## config.mk

```make
export PLATFORM = sky130hd
export DESIGN_NAME = muldiv_unit_flat
export DESIGN_NICKNAME = d
export VERILOG_FILES = /design/src/rtl/muldiv_if.sv /design/src/rtl/muldiv_unit.sv /design/src/flat_wrapper.sv
export SDC_FILE = /design/constraint.sdc
export NUM_CORES = 1
export LEC_CHECK = 0
export CAP_MARGIN = 20
export CORE_ASPECT_RATIO = 0.9
export CORE_MARGIN = 2
export CORE_UTILIZATION = 40
export DETAILED_ROUTE_END_ITERATION = 8
export PLACE_DENSITY = 0.64
export SLEW_MARGIN = 30
export SYNTH_ARGS = -nofsm -noshare
export SYNTH_HDL_FRONTEND = slang
export SYNTH_SLANG_ARGS = --single-unit
export TNS_END_PERCENT = 50
```

## constraint.sdc

```tcl
create_clock -name clk -period 3.55 [get_ports clk]
set_input_delay 0.355 -clock clk [delete_from_list [all_inputs] [get_ports clk]]
set_output_delay 0.355 -clock clk [all_outputs]
set_load 0.01 [all_outputs]
```

## src/rtl/muldiv_if.sv

```systemverilog
// Handshake and HI/LO bundle between the CPU datapath (master) and the
// iterative multiply/divide unit (slave).
interface muldiv_if #(
    parameter int WIDTH = 32
);
    logic             start;
    logic [1:0]       op;
    logic [WIDTH-1:0] src_a;
    logic [WIDTH-1:0] src_b;
    logic             hi_wren;
    logic             lo_wren;
    logic [WIDTH-1:0] mt_data;
    logic             busy;
    logic             done;
    logic [WIDTH-1:0] hi;
    logic [WIDTH-1:0] lo;

    modport master (
        output start, op, src_a, src_b, hi_wren, lo_wren, mt_data,
        input  busy, done, hi, lo
    );

    modport slave (
        input  start, op, src_a, src_b, hi_wren, lo_wren, mt_data,
        output busy, done, hi, lo
    );
endinterface

```

## src/rtl/muldiv_unit.sv

```systemverilog
// Iterative shift-add multiplier / restoring divider with architectural HI/LO.
// One iteration per clock on unsigned magnitudes; signs are fixed up in a final cycle.
module muldiv_unit #(
    parameter int WIDTH = 32
) (
    input  logic     clk,
    input  logic     rst_n,
    muldiv_if.slave  bus
);
    localparam int CNT_W = (WIDTH > 1) ? $clog2(WIDTH) : 1;

    typedef enum logic [1:0] {
        S_IDLE,
        S_CALC,
        S_FIX
    } state_t;

    state_t             r_state;
    logic [1:0]         r_op;
    logic [WIDTH-1:0]   r_a;
    logic [WIDTH-1:0]   r_b;
    logic               r_neg_q;
    logic               r_neg_r;
    logic               r_div0;
    logic [CNT_W-1:0]   r_cnt;
    logic [2*WIDTH-1:0] r_acc;
    logic [WIDTH-1:0]   r_hi;
    logic [WIDTH-1:0]   r_lo;
    logic               r_busy;
    logic               r_done;

    logic               w_signed;
    logic               w_neg_a;
    logic               w_neg_b;
    logic [WIDTH-1:0]   w_mag_a;
    logic [WIDTH-1:0]   w_mag_b;
    logic [WIDTH:0]     w_mul_sum;
    logic [WIDTH:0]     w_div_shift;
    logic [WIDTH:0]     w_div_diff;
    logic               w_div_ok;
    logic [2*WIDTH-1:0] w_acc_next;
    logic [2*WIDTH-1:0] w_prod_fix;
    logic [WIDTH-1:0]   w_quo_fix;
    logic [WIDTH-1:0]   w_rem_fix;
    logic [WIDTH-1:0]   w_dividend;

    // For divide, r_acc holds {partial remainder, dividend bits shifting out / quotient shifting in}.
    always_comb begin
        // NOTE: every combinational output gets a default first so no path infers a latch.
        w_signed    = ~bus.op[0];
        w_neg_a     = w_signed & bus.src_a[WIDTH-1];
        w_neg_b     = w_signed & bus.src_b[WIDTH-1];
        w_mag_a     = w_neg_a ? (~bus.src_a + 1'b1) : bus.src_a;
        w_mag_b     = w_neg_b ? (~bus.src_b + 1'b1) : bus.src_b;

        w_mul_sum   = {1'b0, r_acc[2*WIDTH-1:WIDTH]} + (r_acc[0] ? {1'b0, r_b} : '0);
        w_div_shift = {r_acc[2*WIDTH-1:WIDTH], r_acc[WIDTH-1]};
        w_div_diff  = w_div_shift - {1'b0, r_b};
        w_div_ok    = ~w_div_diff[WIDTH];

        w_acc_next  = {w_mul_sum, r_acc[WIDTH-1:1]};
        if (r_op[1]) begin
            w_acc_next = {(w_div_ok ? w_div_diff[WIDTH-1:0] : w_div_shift[WIDTH-1:0]),
                          r_acc[WIDTH-2:0], w_div_ok};
        end

        w_prod_fix  = r_neg_q ? (~r_acc + 1'b1) : r_acc;
        w_quo_fix   = r_neg_q ? (~r_acc[WIDTH-1:0] + 1'b1) : r_acc[WIDTH-1:0];
        w_rem_fix   = r_neg_r ? (~r_acc[2*WIDTH-1:WIDTH] + 1'b1) : r_acc[2*WIDTH-1:WIDTH];
        w_dividend  = r_neg_r ? (~r_a + 1'b1) : r_a;
    end

    // NOTE: sequential state uses non-blocking assignments only, so every register samples pre-edge values.
    always_ff @(posedge clk or negedge rst_n) begin
        if (!rst_n) begin
            r_state <= S_IDLE;
            r_op    <= '0;
            r_a     <= '0;
            r_b     <= '0;
            r_neg_q <= 1'b0;
            r_neg_r <= 1'b0;
            r_div0  <= 1'b0;
            r_cnt   <= '0;
            r_acc   <= '0;
            r_hi    <= '0;
            r_lo    <= '0;
            r_busy  <= 1'b0;
            r_done  <= 1'b0;
        end else begin
            case (r_state)
                S_IDLE: begin
                    r_done <= 1'b0;
                    if (bus.start) begin
                        r_op    <= bus.op;
                        r_a     <= w_mag_a;
                        r_b     <= w_mag_b;
                        r_neg_q <= w_neg_a ^ w_neg_b;
                        r_neg_r <= w_neg_a;
                        r_div0  <= bus.op[1] & (bus.src_b == '0);
                        r_cnt   <= '0;
                        r_acc   <= {{WIDTH{1'b0}}, w_mag_a};
                        r_busy  <= 1'b1;
                        r_state <= S_CALC;
                    end else begin
                        if (bus.hi_wren) r_hi <= bus.mt_data;
                        if (bus.lo_wren) r_lo <= bus.mt_data;
                    end
                end
                S_CALC: begin
                    r_acc <= w_acc_next;
                    r_cnt <= r_cnt + CNT_W'(1);
                    if (r_cnt == CNT_W'(WIDTH - 1)) r_state <= S_FIX;
                end
                S_FIX: begin
                    if (!r_op[1]) begin
                        {r_hi, r_lo} <= w_prod_fix;
                    end else if (r_div0) begin
                        r_hi <= w_dividend;
                        r_lo <= '1;
                    end else begin
                        r_hi <= w_rem_fix;
                        r_lo <= w_quo_fix;
                    end
                    r_busy  <= 1'b0;
                    r_done  <= 1'b1;
                    r_state <= S_IDLE;
                end
                default: r_state <= S_IDLE;
            endcase
        end
    end

    assign bus.busy = r_busy;
    assign bus.done = r_done;
    assign bus.hi   = r_hi;
    assign bus.lo   = r_lo;
endmodule

```

## src/flat_wrapper.sv

```systemverilog
// flat-port wrapper written by rule: the top's interface ports become plain ports
module muldiv_unit_flat 
#(
    parameter int WIDTH = 32
)
  (clk, rst_n, bus_start, bus_op, bus_src_a, bus_src_b, bus_hi_wren, bus_lo_wren, bus_mt_data, bus_busy, bus_done, bus_hi, bus_lo);
  muldiv_if #(.WIDTH(WIDTH)) bus_i ();
  input  logic clk;
  input  logic rst_n;
  input wire logic [$bits(bus_i.start)-1:0] bus_start;
  input wire logic [$bits(bus_i.op)-1:0] bus_op;
  input wire logic [$bits(bus_i.src_a)-1:0] bus_src_a;
  input wire logic [$bits(bus_i.src_b)-1:0] bus_src_b;
  input wire logic [$bits(bus_i.hi_wren)-1:0] bus_hi_wren;
  input wire logic [$bits(bus_i.lo_wren)-1:0] bus_lo_wren;
  input wire logic [$bits(bus_i.mt_data)-1:0] bus_mt_data;
  output wire logic [$bits(bus_i.busy)-1:0] bus_busy;
  output wire logic [$bits(bus_i.done)-1:0] bus_done;
  output wire logic [$bits(bus_i.hi)-1:0] bus_hi;
  output wire logic [$bits(bus_i.lo)-1:0] bus_lo;
  assign bus_i.start = bus_start;
  assign bus_i.op = bus_op;
  assign bus_i.src_a = bus_src_a;
  assign bus_i.src_b = bus_src_b;
  assign bus_i.hi_wren = bus_hi_wren;
  assign bus_i.lo_wren = bus_lo_wren;
  assign bus_i.mt_data = bus_mt_data;
  assign bus_busy = bus_i.busy;
  assign bus_done = bus_i.done;
  assign bus_hi = bus_i.hi;
  assign bus_lo = bus_i.lo;
  muldiv_unit #(.WIDTH(WIDTH)) u_core (.clk(clk), .rst_n(rst_n), .bus(bus_i));
endmodule
```

# Word level (Yosys, flattened, before mapping)
# Cells that the tools add are included.
dict set report word_totals {
  regBits 206
  in_bits 103
}
dict set report op_classes {
  n_addsub 9
  eq_ne 8
  mux 29
  bitwise_logic 12
  reduce_logical 10
}
# operator count
set ops {}
lappend ops {{two-way mux 32 bit} 15}
lappend ops {{two-way mux 64 bit} 3}
lappend ops {{adder 32 x 1 -> 32 bit (second input constant)} 5}
lappend ops {{NOT 32 bit} 5}
lappend ops {{case mux 32 bit (2 select lines)} 2}
lappend ops {{case mux 64 bit (2 select lines)} 1}
lappend ops {{adder 64 x 1 -> 64 bit (second input constant)} 1}
lappend ops {{NOT 64 bit} 1}
lappend ops {{adder 32 x 33 -> 33 bit} 1}
lappend ops {{subtractor 33 x 32 -> 33 bit} 1}
lappend ops {{logical NOT 32 bit} 1}
lappend ops {{case mux 5 bit (2 select lines)} 1}
lappend ops {{!= test 2 bit (second input constant)} 4}
lappend ops {{AND reduction 2 bit} 4}
lappend ops {{AND reduction 3 bit} 2}
lappend ops {{adder 5 x 1 -> 5 bit (second input constant)} 1}
lappend ops {{equality test 5 bit (second input constant)} 1}
lappend ops {{two-way mux 5 bit} 1}
lappend ops {{two-way mux 2 bit} 2}
lappend ops {{case mux 1 bit (2 select lines)} 2}
lappend ops {{case mux 2 bit (2 select lines)} 1}
lappend ops {{nonzero test 2 bit} 2}
lappend ops {{bitwise AND 1 bit} 3}
lappend ops {{equality test 2 x 1 -> 1 bit (second input constant)} 1}
lappend ops {{6 further kinds} 7}

# Depth between registers and ports, before layout
# Gate-level depths: netlist of the first run.
dict set report logic_depth {
  word_depth 6
  mapped_depth 14
}

# Worst setup path after synthesis of the first run
# OpenSTA, ideal clock, no wires.
dict set report synth_timing {
  path_type {reg2reg}
  start {register u_core.r_acc[31]}
  end {register u_core.r_acc[61]}
  setup_time_ns 0.132
  arrival_ns 3.152
  required_ns 3.418
  setup_slack_ns 0.266
  path_stages_with_launch 14
  path_buffers 1
  synth_period_minus_slack_ns 3.284
  cell_sequence {dfrtp_1 -> inv_1 -> ha_1 -> fa_1 -> nand2b_1 -> a21oi_1 -> o211ai_1 -> a31oi_1 -> o21a_1 -> o41ai_1 -> nor2_1 -> clkbuf_1 -> a2bb2oi_1 -> o211ai_1}
}
dict set report synth_via {
  elab_chain_len 4
}
# element line
set synth_lines {}
lappend synth_lines {{start: declaration} muldiv_unit.sv:26} ;# logic [2*WIDTH-1:0] r_acc;
lappend synth_lines {{start signal: assignment} muldiv_unit.sv:101} ;# r_acc <= {{WIDTH{1'b0}}, w_mag_a};
lappend synth_lines {{start signal: assignment} muldiv_unit.sv:110} ;# r_acc <= w_acc_next;
lappend synth_lines {{subtractor 33 x 32 -> 33 bit} muldiv_unit.sv:58} ;# w_div_diff = w_div_shift - {1'b0, r_b};
lappend synth_lines {{two-way mux 32 bit} muldiv_unit.sv:63} ;# w_acc_next = {(w_div_ok ? w_div_diff[WIDTH-1:0] : w_div_shift[WIDTH-1:0]),
lappend synth_lines {{two-way mux 64 bit} muldiv_unit.sv:62} ;# if (r_op[1]) begin
lappend synth_lines {{case mux 64 bit (2 select lines)} muldiv_unit.sv:90} ;# case (r_state)
# Every way passes these cells.
# A chain may end at the register's enable or synchronous reset.

# Worst setup path in the final report of the first run
dict set report layout_timing {
  start {register u_core.r_acc[52]}
  end {register u_core.r_hi[23] (netlist: u_core.bus.hi[23])}
}
dict set report layout_via {
  elab_chain_len 6
}
# element line
set layout_lines {}
lappend layout_lines {{NOT 32 bit} muldiv_unit.sv:69} ;# w_rem_fix = r_neg_r ? (~r_acc[2*WIDTH-1:WIDTH] + 1'b1) : r_acc[2*WIDTH-1:WIDTH];
lappend layout_lines {{adder 32 x 1 -> 32 bit} muldiv_unit.sv:69}
lappend layout_lines {{two-way mux 32 bit} muldiv_unit.sv:69}
lappend layout_lines {{two-way mux 32 bit} muldiv_unit.sv:117} ;# end else if (r_div0) begin
lappend layout_lines {{two-way mux 32 bit *} muldiv_unit.sv:115} ;# if (!r_op[1]) begin
lappend layout_lines {{case mux 32 bit (2 select lines) *} muldiv_unit.sv:90}
lappend layout_lines {{end signal: assignment} muldiv_unit.sv:116} ;# {r_hi, r_lo} <= w_prod_fix;
lappend layout_lines {{end signal: assignment} muldiv_unit.sv:118} ;# r_hi <= w_dividend;
lappend layout_lines {{end signal: assignment} muldiv_unit.sv:121} ;# r_hi <= w_rem_fix;
lappend layout_lines {{end: declaration} muldiv_unit.sv:27} ;# logic [WIDTH-1:0] r_hi;
# Every way passes the cells marked *; elsewhere a longest branch is shown, timed or not.

==> metrics, run 1 <==
vias in the first global route=15600; # clock sinks=205; largest net degree at the start of global routing=88; internal power=0.0113 W; Synthesized Nets=2253; core area=41600 um^2; sequential-to-total area share from yosys stat=30.6%; Ys Warns=0; global-route wire length before repair=92.3 mm; FF-to-FF path depth=9; CP max FO=8; Primary FF master, synth=dfrtp_1; vias per std cell=6.01; run status=complete, no violations; count leader, synth=nand2_1; worst-case clock buffer depth=3; I/O Pins=169; FFs w/ async S/R, synth=100%; Synth Instances=2077; initial antenna violation count=0; dpl hpwl=46.4 mm; synth top area cells=dfrtp_1, xnor2_1, o21ai_0; actual slew at the worst max-slew pin=1.01 ns; Core Util, Final=48.8%; Worst Path Arrival=3.89 ns; Comb power frac=65.7%; CP Capture Type=register; Die X=220 um; Critical Setup Path Class=register to register; Final setup viols=0; CP Launch Type=register; Die Ht=198 um; Pre-Repair DR Iteration Count=6; min Tclk post-route=3.41 ns; final net count=2405; register share of total power=22.4%; Peak VDD IR=0.480 mV; fin. max-slew vios=0; Synth-to-Final Area Change=21.0%; Routed WL per cell=21.5 um; Synth Area per Inst=8.08 um^2; Pwr Density=1090 nW/um^2; top-area cell type share of the netlist area=30.6%; Total GRT Usage=27.1%; setup TNS=0 ns; Die ar.=43600 um^2; Rel. slew slack=31.8%; diode count=0; Net Sw Power=0.0108 W; worst hold slack=0.184 ns; mapped cell area=16800 um^2; worst endpoint required time=4.03 ns; unrepaired setup endpoints after global routing=no; RePlAce Congestion=0.962; switch share=48.7%; max-cap viol count=0; Total Wirelength=59.9 mm; Yosys cell types=75; fmax=0.294 GHz; DRT iter0 DRCs=1947; via count=16800; # H-tree levels=1; Post-synth top cells=nand2_1, o21ai_0, dfrtp_1; Inserted Clock Buffers=25; min-delay worst type=input port to async pin; clock transition at the registers of the reported paths=0.06 ns; TritonCTS clock tree=built; Yosys reg bits=205; clk_skew=0.0319 ns; drt drc=0; Post-synth EDFFs=0; CTS root buf=clkbuf_16; PortBufs=168; total gr overflow=0; LEAKAGE=8.30 nW; final hold violation count=0; Final ANT Viol Nets=0; fin crit share=96.0%; Clk Latency, worst-skew pair=0.56 ns; Clock power frac=11.9%; Starting Density=40.4%; layout cells sized above 1=8.46%; dominant cell type by area after synthesis=dfrtp_1; # rows=71; postcts setup bufs=0; total chip power=0.0221 W
[flip-flops by register name (all words and copies together) (netlist names)]
name             flops
u_core.r_neg_q       1
u_core.r_b          32
u_core.bus.busy      1
u_core.r_neg_r       1
u_core.bus.hi       32
u_core.bus.done      1
u_core.r_a          32
u_core.r_cnt         5
u_core.r_state       2
u_core.bus.lo       32
u_core.r_op          1
u_core.r_acc        64
u_core.r_div0        1
[cells in the final DEF (no fill, tap or decap), drive strengths merged, types with 17 or more instances in the layout]
master,n
nand2,240
inv,65
o21a,33
buf,104
or3,26
a22oi,29
xnor2,138
clkdlybuf4s50,167
and3,18
o22ai,38
a21oi,109
ha,71
nand3,38
o21ai,234
xor2,85
nor4,18
nor3,35
dfrtp,205
o31ai,42
o211ai,48
o41ai,24
nor2b,18
nor2,134
a31oi,17
a21o,35
or4,17
clkbuf,37
mux2i,52
[critical path, cell delays in order (launching register included)]
cell and delay, ns:
dfrtp_1 0.56, nor4_1 0.46, or4b_1 0.58, or4_1 0.59, o41ai_1 0.36, xnor2_1 0.16, nor2_1 0.06, a211oi_1 0.32
a21oi_1 0.09, o21ai_0 0.14
[worst paths after layout]
check | start | to | slack, ns
setup / recovery | u_core.r_acc[52] | u_core.bus.hi[23] | 0.14
hold / removal | rst_n | u_core.r_a[13] | 0.18
setup reg to reg | u_core.r_acc[52] | u_core.bus.hi[23] | 0.14
hold reg to reg | u_core.bus.hi[0] | u_core.bus.hi[0] | 0.48
max in group asynchronous | rst_n | u_core.bus.lo[3] | 2.32
min in group clk | bus_op[1] | u_core.r_op[1] | 0.41
[timing repair]
action | in CTS | in global routing
endpoints found under the setup margin | 0 | 28
hold buffers | 1 | 0
gates resized for setup | 0 | 5
hold endpoints to repair | 94 | 0
[cells by family (layout without fill, tap and decap cells)]
| kind of cell | Yosys count | count (layout) | synth area share (%) |
|---|---|---|---|
| AO/OA/AOI/OAI | 688 | 688 | 26.2 |
| adder cells (fa/ha/maj) | 73 | 73 | 5.53 |
| XOR/XNOR | 223 | 223 | 11.6 |
| multiplexers | 63 | 63 | 3.84 |
| flip-flops | 205 | 205 | 30.6 |
| buffers and inverters | 212 | 381 | 4.90 |
| AND/OR/NAND/NOR | 613 | 613 | 17.3 |
[stage by stage]
stage	setup WS [ns]	std cells	cell area [um^2]
2_1_floorplan	0.266	2077	16800
5_1_grt	0.0128	2793	20300
3_5_place_dp	0.0793	2748	19400
6_report	0.143	2793	20300
3_3_place_gp	0.141	2748	19400
4_1_cts	0.0837	2793	20300
[final cells by class]
| type | instances | area, um^2 |
|---|---|---|
| flip-flops and latches | 205 | 5140 |
| clock inverters | 8 | 104 |
| fillers | 4072 | 21300 |
| repair buffers | 273 | 2530 |
| multi-input cells | 1660 | 10900 |
| clock buffers | 36 | 717 |
| inverters | 64 | 240 |
| well taps | 547 | 684 |
[power by group through the flow]
stage / sequential [W] / clock, W / combinational [W]
final: 0.00495 / 0.00262 / 0.0145
after global routing: 0.00509 / 0.00274 / 0.0157
after CTS: 0.00489 / 0.00265 / 0.0142
after detailed placement: 0.00493 / 0 / 0.0141
after global placement: 0.00487 / 0 / 0.0139
after floorplan: 0.00443 / 0 / 0.00958
[layer usage]
metal	routed length (um)	track usage, %	up-vias
li1	-	-	7837
met1	28100	41.6	8120
met2	25400	39.6	743
met3	5320	4.67	75
met4	1130	5.39	0
met5	0	0	-
Power figures use the tool's default switching activity.
==> run 2, diff against run 1 <==
--- a/config.mk
+++ b/config.mk
@@ -11,6 +11,7 @@
 export CORE_UTILIZATION = 40
 export DETAILED_ROUTE_END_ITERATION = 8
 export PLACE_DENSITY = 0.64
+export SKIP_CTS_REPAIR_TIMING = 1
 export SLEW_MARGIN = 30
 export SYNTH_ARGS = -nofsm -noshare
 export SYNTH_HDL_FRONTEND = slang
==> run 2 against run 1 <==
Clock-buffer cell count did not move. Via count rose by 0.42%. Global-route usage barely moved. Setup slack lost 0.016 ns. Largest cell class unchanged. Clock power is essentially flat. Largest power group unchanged. Critical endpoint unchanged.
==> metrics, run 2 (same netlist as run 1, synthesis figures left out) <==
run status=complete, no violations; actual slew at the worst max-slew pin=1.03 ns; RePlAce Congestion=0.962; dpl hpwl=46.4 mm; drt drc=0; via count=16800; min Tclk post-route=3.42 ns; layout cells sized above 1=8.46%; CTS root buf=clkbuf_16; Pre-Repair DR Iteration Count=6; setup TNS=0 ns; worst-case clock buffer depth=3; Inserted Clock Buffers=25; Net Sw Power=0.0108 W; fmax=0.292 GHz; CP max FO=8; # H-tree levels=1; Clk Latency, worst-skew pair=0.56 ns; CP Capture Type=register; diode count=0; Pwr Density=1090 nW/um^2; TritonCTS clock tree=built; fin crit share=96.4%; Clock power frac=11.9%; Final ANT Viol Nets=0; core area=41600 um^2; PortBufs=168; LEAKAGE=8.30 nW; unrepaired setup endpoints after global routing=no; largest net degree at the start of global routing=88; global-route wire length before repair=92.3 mm; vias in the first global route=15600; internal power=0.0113 W; final net count=2405; clock transition at the registers of the reported paths=0.06 ns; register share of total power=22.4%; initial antenna violation count=0; final hold violation count=0; Die ar.=43600 um^2; worst hold slack=0.182 ns; max-cap viol count=0; Total Wirelength=60.0 mm; Comb power frac=65.7%; min-delay worst type=input port to async pin; most frequent cells in the layout=nand2_1, o21ai_0, dfrtp_1; DRT iter0 DRCs=1990; Die Ht=198 um; Final setup viols=0; CP Launch Type=register; most common cell after layout, fill and taps aside=nand2_1; # clock sinks=205; fin. max-slew vios=0; worst endpoint required time=4.03 ns; total gr overflow=0; Layout fillers=4072; total chip power=0.0221 W; Starting Density=40.4%; Total GRT Usage=27.1%; I/O Pins=169; max reg flops=64; Routed WL per cell=21.5 um; clk_skew=0.0337 ns; vias per std cell=6.03; switch share=48.7%; Worst Path Arrival=3.90 ns; Synth-to-Final Area Change=21.0%; Die X=220 um; Peak VDD IR=0.480 mV; Critical Setup Path Class=register to register; Rel. slew slack=30.8%; Largest Register=u_core.r_acc; # rows=71
[run 2: per-layer routing]
metal	track usage [%]	part of all wire [%]	vias to the layer above
met4	5.39	1.8	0
met2	39.6	42	727
met1	41.6	47	8210
li1	-	-	7839
met3	4.67	8.8	70
met5	0	0	-
[run 2: per-stage QoR]
stage / util (%) / std cells / area [um^2] / setup WS, ns
floorplan: - / 2077 / 16800 / 0.266
global placement: 46.8 / 2748 / 19400 / 0.141
detailed placement: 46.8 / 2748 / 19400 / 0.0793
CTS: 48.7 / 2792 / 20300 / 0.0837
global route: 48.8 / 2793 / 20300 / 0.0128
finish: 48.8 / 2793 / 20300 / 0.128
[run 2: path summary, 6_finish.rpt]
check	slack (ns)	startpoint	cells after the start	end
setup / recovery	0.13	u_core.r_acc[52]	9	u_core.bus.hi[23]
hold / removal	0.18	rst_n	2	u_core.r_a[13]
setup reg to reg	0.13	u_core.r_acc[52]	9	u_core.bus.hi[23]
hold reg to reg	0.48	u_core.bus.hi[0]	2	u_core.bus.hi[0]
max in group asynchronous	2.33	rst_n	3	u_core.bus.lo[18]
min in group clk	0.41	bus_op[1]	3	u_core.r_op[1]
[run 2: layout make-up]
class	count	area (um^2)	area share [%]
repair buffers	273	2530	12.4
multi-input cells	1660	10900	53.6
inverters	64	240	1.18
well taps	547	684	3.37
clock buffers	36	717	3.53
flip-flops and latches	205	5140	25.3
clock inverters	8	104	0.512
[run 2: power by group through the flow]
stage	Sequential [W]	Clock, W	Combinational [W]
detailed placement	0.00493	0	0.0141
global placement	0.00487	0	0.0139
global route	0.00509	0.00274	0.0157
finish	0.00495	0.00262	0.0145
floorplan	0.00443	0	0.00958
CTS	0.00489	0.00265	0.0142
[run 2: critical path, stage by stage, from the launching register on]
cell and delay [ns]:
dfrtp_1 0.56, nor4_1 0.47, or4b_1 0.58, or4_1 0.59
o41ai_1 0.36, xnor2_1 0.17, nor2_1 0.06, a211oi_1 0.32
a21oi_1 0.09, o21ai_0 0.14
==> run 3, diff against run 2 <==
==> constraint.sdc (replaced) <==
create_clock -name clk -period 3.55 [get_ports clk]
set_input_delay 0.5325 -clock clk [delete_from_list [all_inputs] [get_ports clk]]
set_output_delay 0.5325 -clock clk [all_outputs]
set_load 0.01 [all_outputs]
==> run 3 against run 2 <==
Global-route usage increased by 0.15 points. Clock-buffer cell count decreased by 1. Setup slack improved by 0.039 ns. Critical endpoint is now u_core.r_acc[33]. Cell count decreased by 0.11%. Highest routed layer unchanged. Critical path depth increased by 4. Non-clock buffer count decreased by 1. First-iteration DRC count decreased by 3.3%. Largest cell class unchanged. Utilization about the same.
==> metrics, run 3 (same netlist as run 1, synthesis figures left out) <==
diode count=0; Final setup viols=0; delay-heaviest family, CP=compound AO/OA/AOI/OAI gates; fin crit share=95.3%; layout cells sized above 1=8.69%; clock transition at the registers of the reported paths=0.06 ns; max reg flops=64; Levels on crit path=13; largest net degree at the start of global routing=94; Starting Density=40.4%; Die X=220 um; fmax=0.296 GHz; Routed WL per cell=21.6 um; most common cell after layout, fill and taps aside=nand2_1; Inserted Clock Buffers=25; internal reg-to-reg setup slack=0.17 ns; CTS root buf=clkbuf_16; Worst Path Arrival=3.82 ns; final net count=2404; Final Instance Count excl. Fillers=2790; vias per std cell=5.99; # clock sinks=205; LEAKAGE=8.29 nW; clk_skew=0.0148 ns; Rel. slew slack=37.4%; I/O Pins=169; Buf+Inv Stages, Crit Path=2; initial antenna violation count=0; CP Launch Type=register; # H-tree levels=1; crit-path cells=ha_1 -> fa_1 -> nand2b_1 -> a21oi_2 -> o211ai_1 -> a31oi_1 -> o21a_1 -> buf_4 -> a41o_1 -> nor2_4 -> buf_12 -> mux2i_1 -> a221o_1; Final ANT Viol Nets=0; CP max FO=17; unrepaired setup endpoints after global routing=no; Layout fillers=4069; global-route wire length before repair=92.6 mm; Pre-Repair DR Iteration Count=6; Total Wirelength=60.2 mm; worst flop-to-flop path endpoint=u_core.r_acc[33]; worst-case clock buffer depth=3; # rows=71; final hold violation count=0; CP max stage delay=0.40 ns; max-cap viol count=0; fin. max-slew vios=0; vias in the first global route=15500; via count=16700; Peak VDD IR=0.570 mV; dpl ws=0.0285 ns; core area=41600 um^2; total chip power=0.0220 W; Largest Register=u_core.r_acc; DRT iter0 DRCs=1925; RePlAce Congestion=0.939; CP Capture Type=register; Pwr Density=1090 nW/um^2; Die ar.=43600 um^2; FF-to-FF path depth=13; Critical Setup Path Class=register to register; most frequent cells in the layout=nand2_1, o21ai_0, dfrtp_1; Final WS setup=0.167 ns; Clk Latency, worst-skew pair=0.56 ns; min-delay worst type=input port to async pin; drt drc=0; run status=complete, no violations; placed cells=2747; actual slew at the worst max-slew pin=0.937 ns; PortBufs=168; Die Ht=198 um; worst hold slack=0.0765 ns; Synth-to-Final Area Change=20.9%; worst endpoint required time=3.99 ns; Reg-to-Reg Start=u_core.r_b[0]; Core Util, Final=48.8%; TritonCTS clock tree=built; dpl hpwl=47.1 mm; total gr overflow=0; Crit-path slowest cell=dfrtp_1; Total GRT Usage=27.3%; min Tclk post-route=3.38 ns
-- run 3: cell count changes in the layout (fill, tap and decap cells not counted), moves of 2 or more --
cell,change
clkinv_4,-2
a21oi_2,+2
clkbuf_1,-2
a21oi_1,-2
bufinv_16,-2
-- run 3: layout make-up --
class / instances / area [um^2] / share of cell area (%)
clock inverters: 7 / 62.6 / 0.308
flip-flops and latches: 205 / 5140 / 25.3
well taps: 547 / 684 / 3.37
inverters: 64 / 244 / 1.20
repair buffers: 272 / 2520 / 12.4
clock buffers: 35 / 723 / 3.56
multi-input cells: 1660 / 10900 / 53.8
-- run 3: per-stage QoR --
stage / setup TNS (ns) / area [um^2]
floorplan: 0 / 16800
global placement: -0.0347 / 19400
detailed placement: 0 / 19400
CTS: -0.0165 / 20200
global route: 0 / 20300
finish: 0 / 20300
-- run 3: worst reg2reg max path: cells and delay by family, from the launching register on --
family | cells | cell delay (ns)
buffers and inverters | 2 | 0.36
AOI/OAI and AO/OA | 6 | 1.45
adders and majority gates | 2 | 0.62
muxes | 1 | 0.13
and+or+nand+nor | 2 | 0.29
DFF | 1 | 0.40
-- run 3: worst max path at each step --
| stage | startpoint | endpoint | slack [ns] |
|---|---|---|---|
| final | u_core.r_b[0] | u_core.r_acc[33] | 0.17 |
| after global routing | u_core.r_b[0] | u_core.r_acc[33] | 0.01 |
| after CTS | u_core.r_acc[52] | u_core.bus.hi[23] | -0.01 |
| after detailed placement | u_core.r_b[5] | u_core.r_acc[33] | 0.03 |
| after global placement | u_core.r_acc[52] | u_core.bus.hi[23] | -0.03 |
| after floorplan | u_core.r_acc[31] | u_core.r_acc[61] | 0.27 |
-- run 3: where the power goes --
part	internal [W]	total (W)	switching, W
Combinational	0.00632	0.0146	0.00827
Clock	0.00142	0.00248	0.00106
Sequential	0.00349	0.00497	0.00148
Total	0.0112	0.0220	0.0108
-- run 3: metal layers --
layer / vias to the layer above / share of wire, % / global-route usage, % / routed length (um)
li1: 7816 / - / - / -
met4: 0 / 1.8 / 5.15 / 1100
met3: 75 / 8.7 / 4.09 / 5240
met5: - / 0 / 0 / 0
met1: 8101 / 47 / 42.1 / 28600
met2: 729 / 42 / 40.1 / 25300
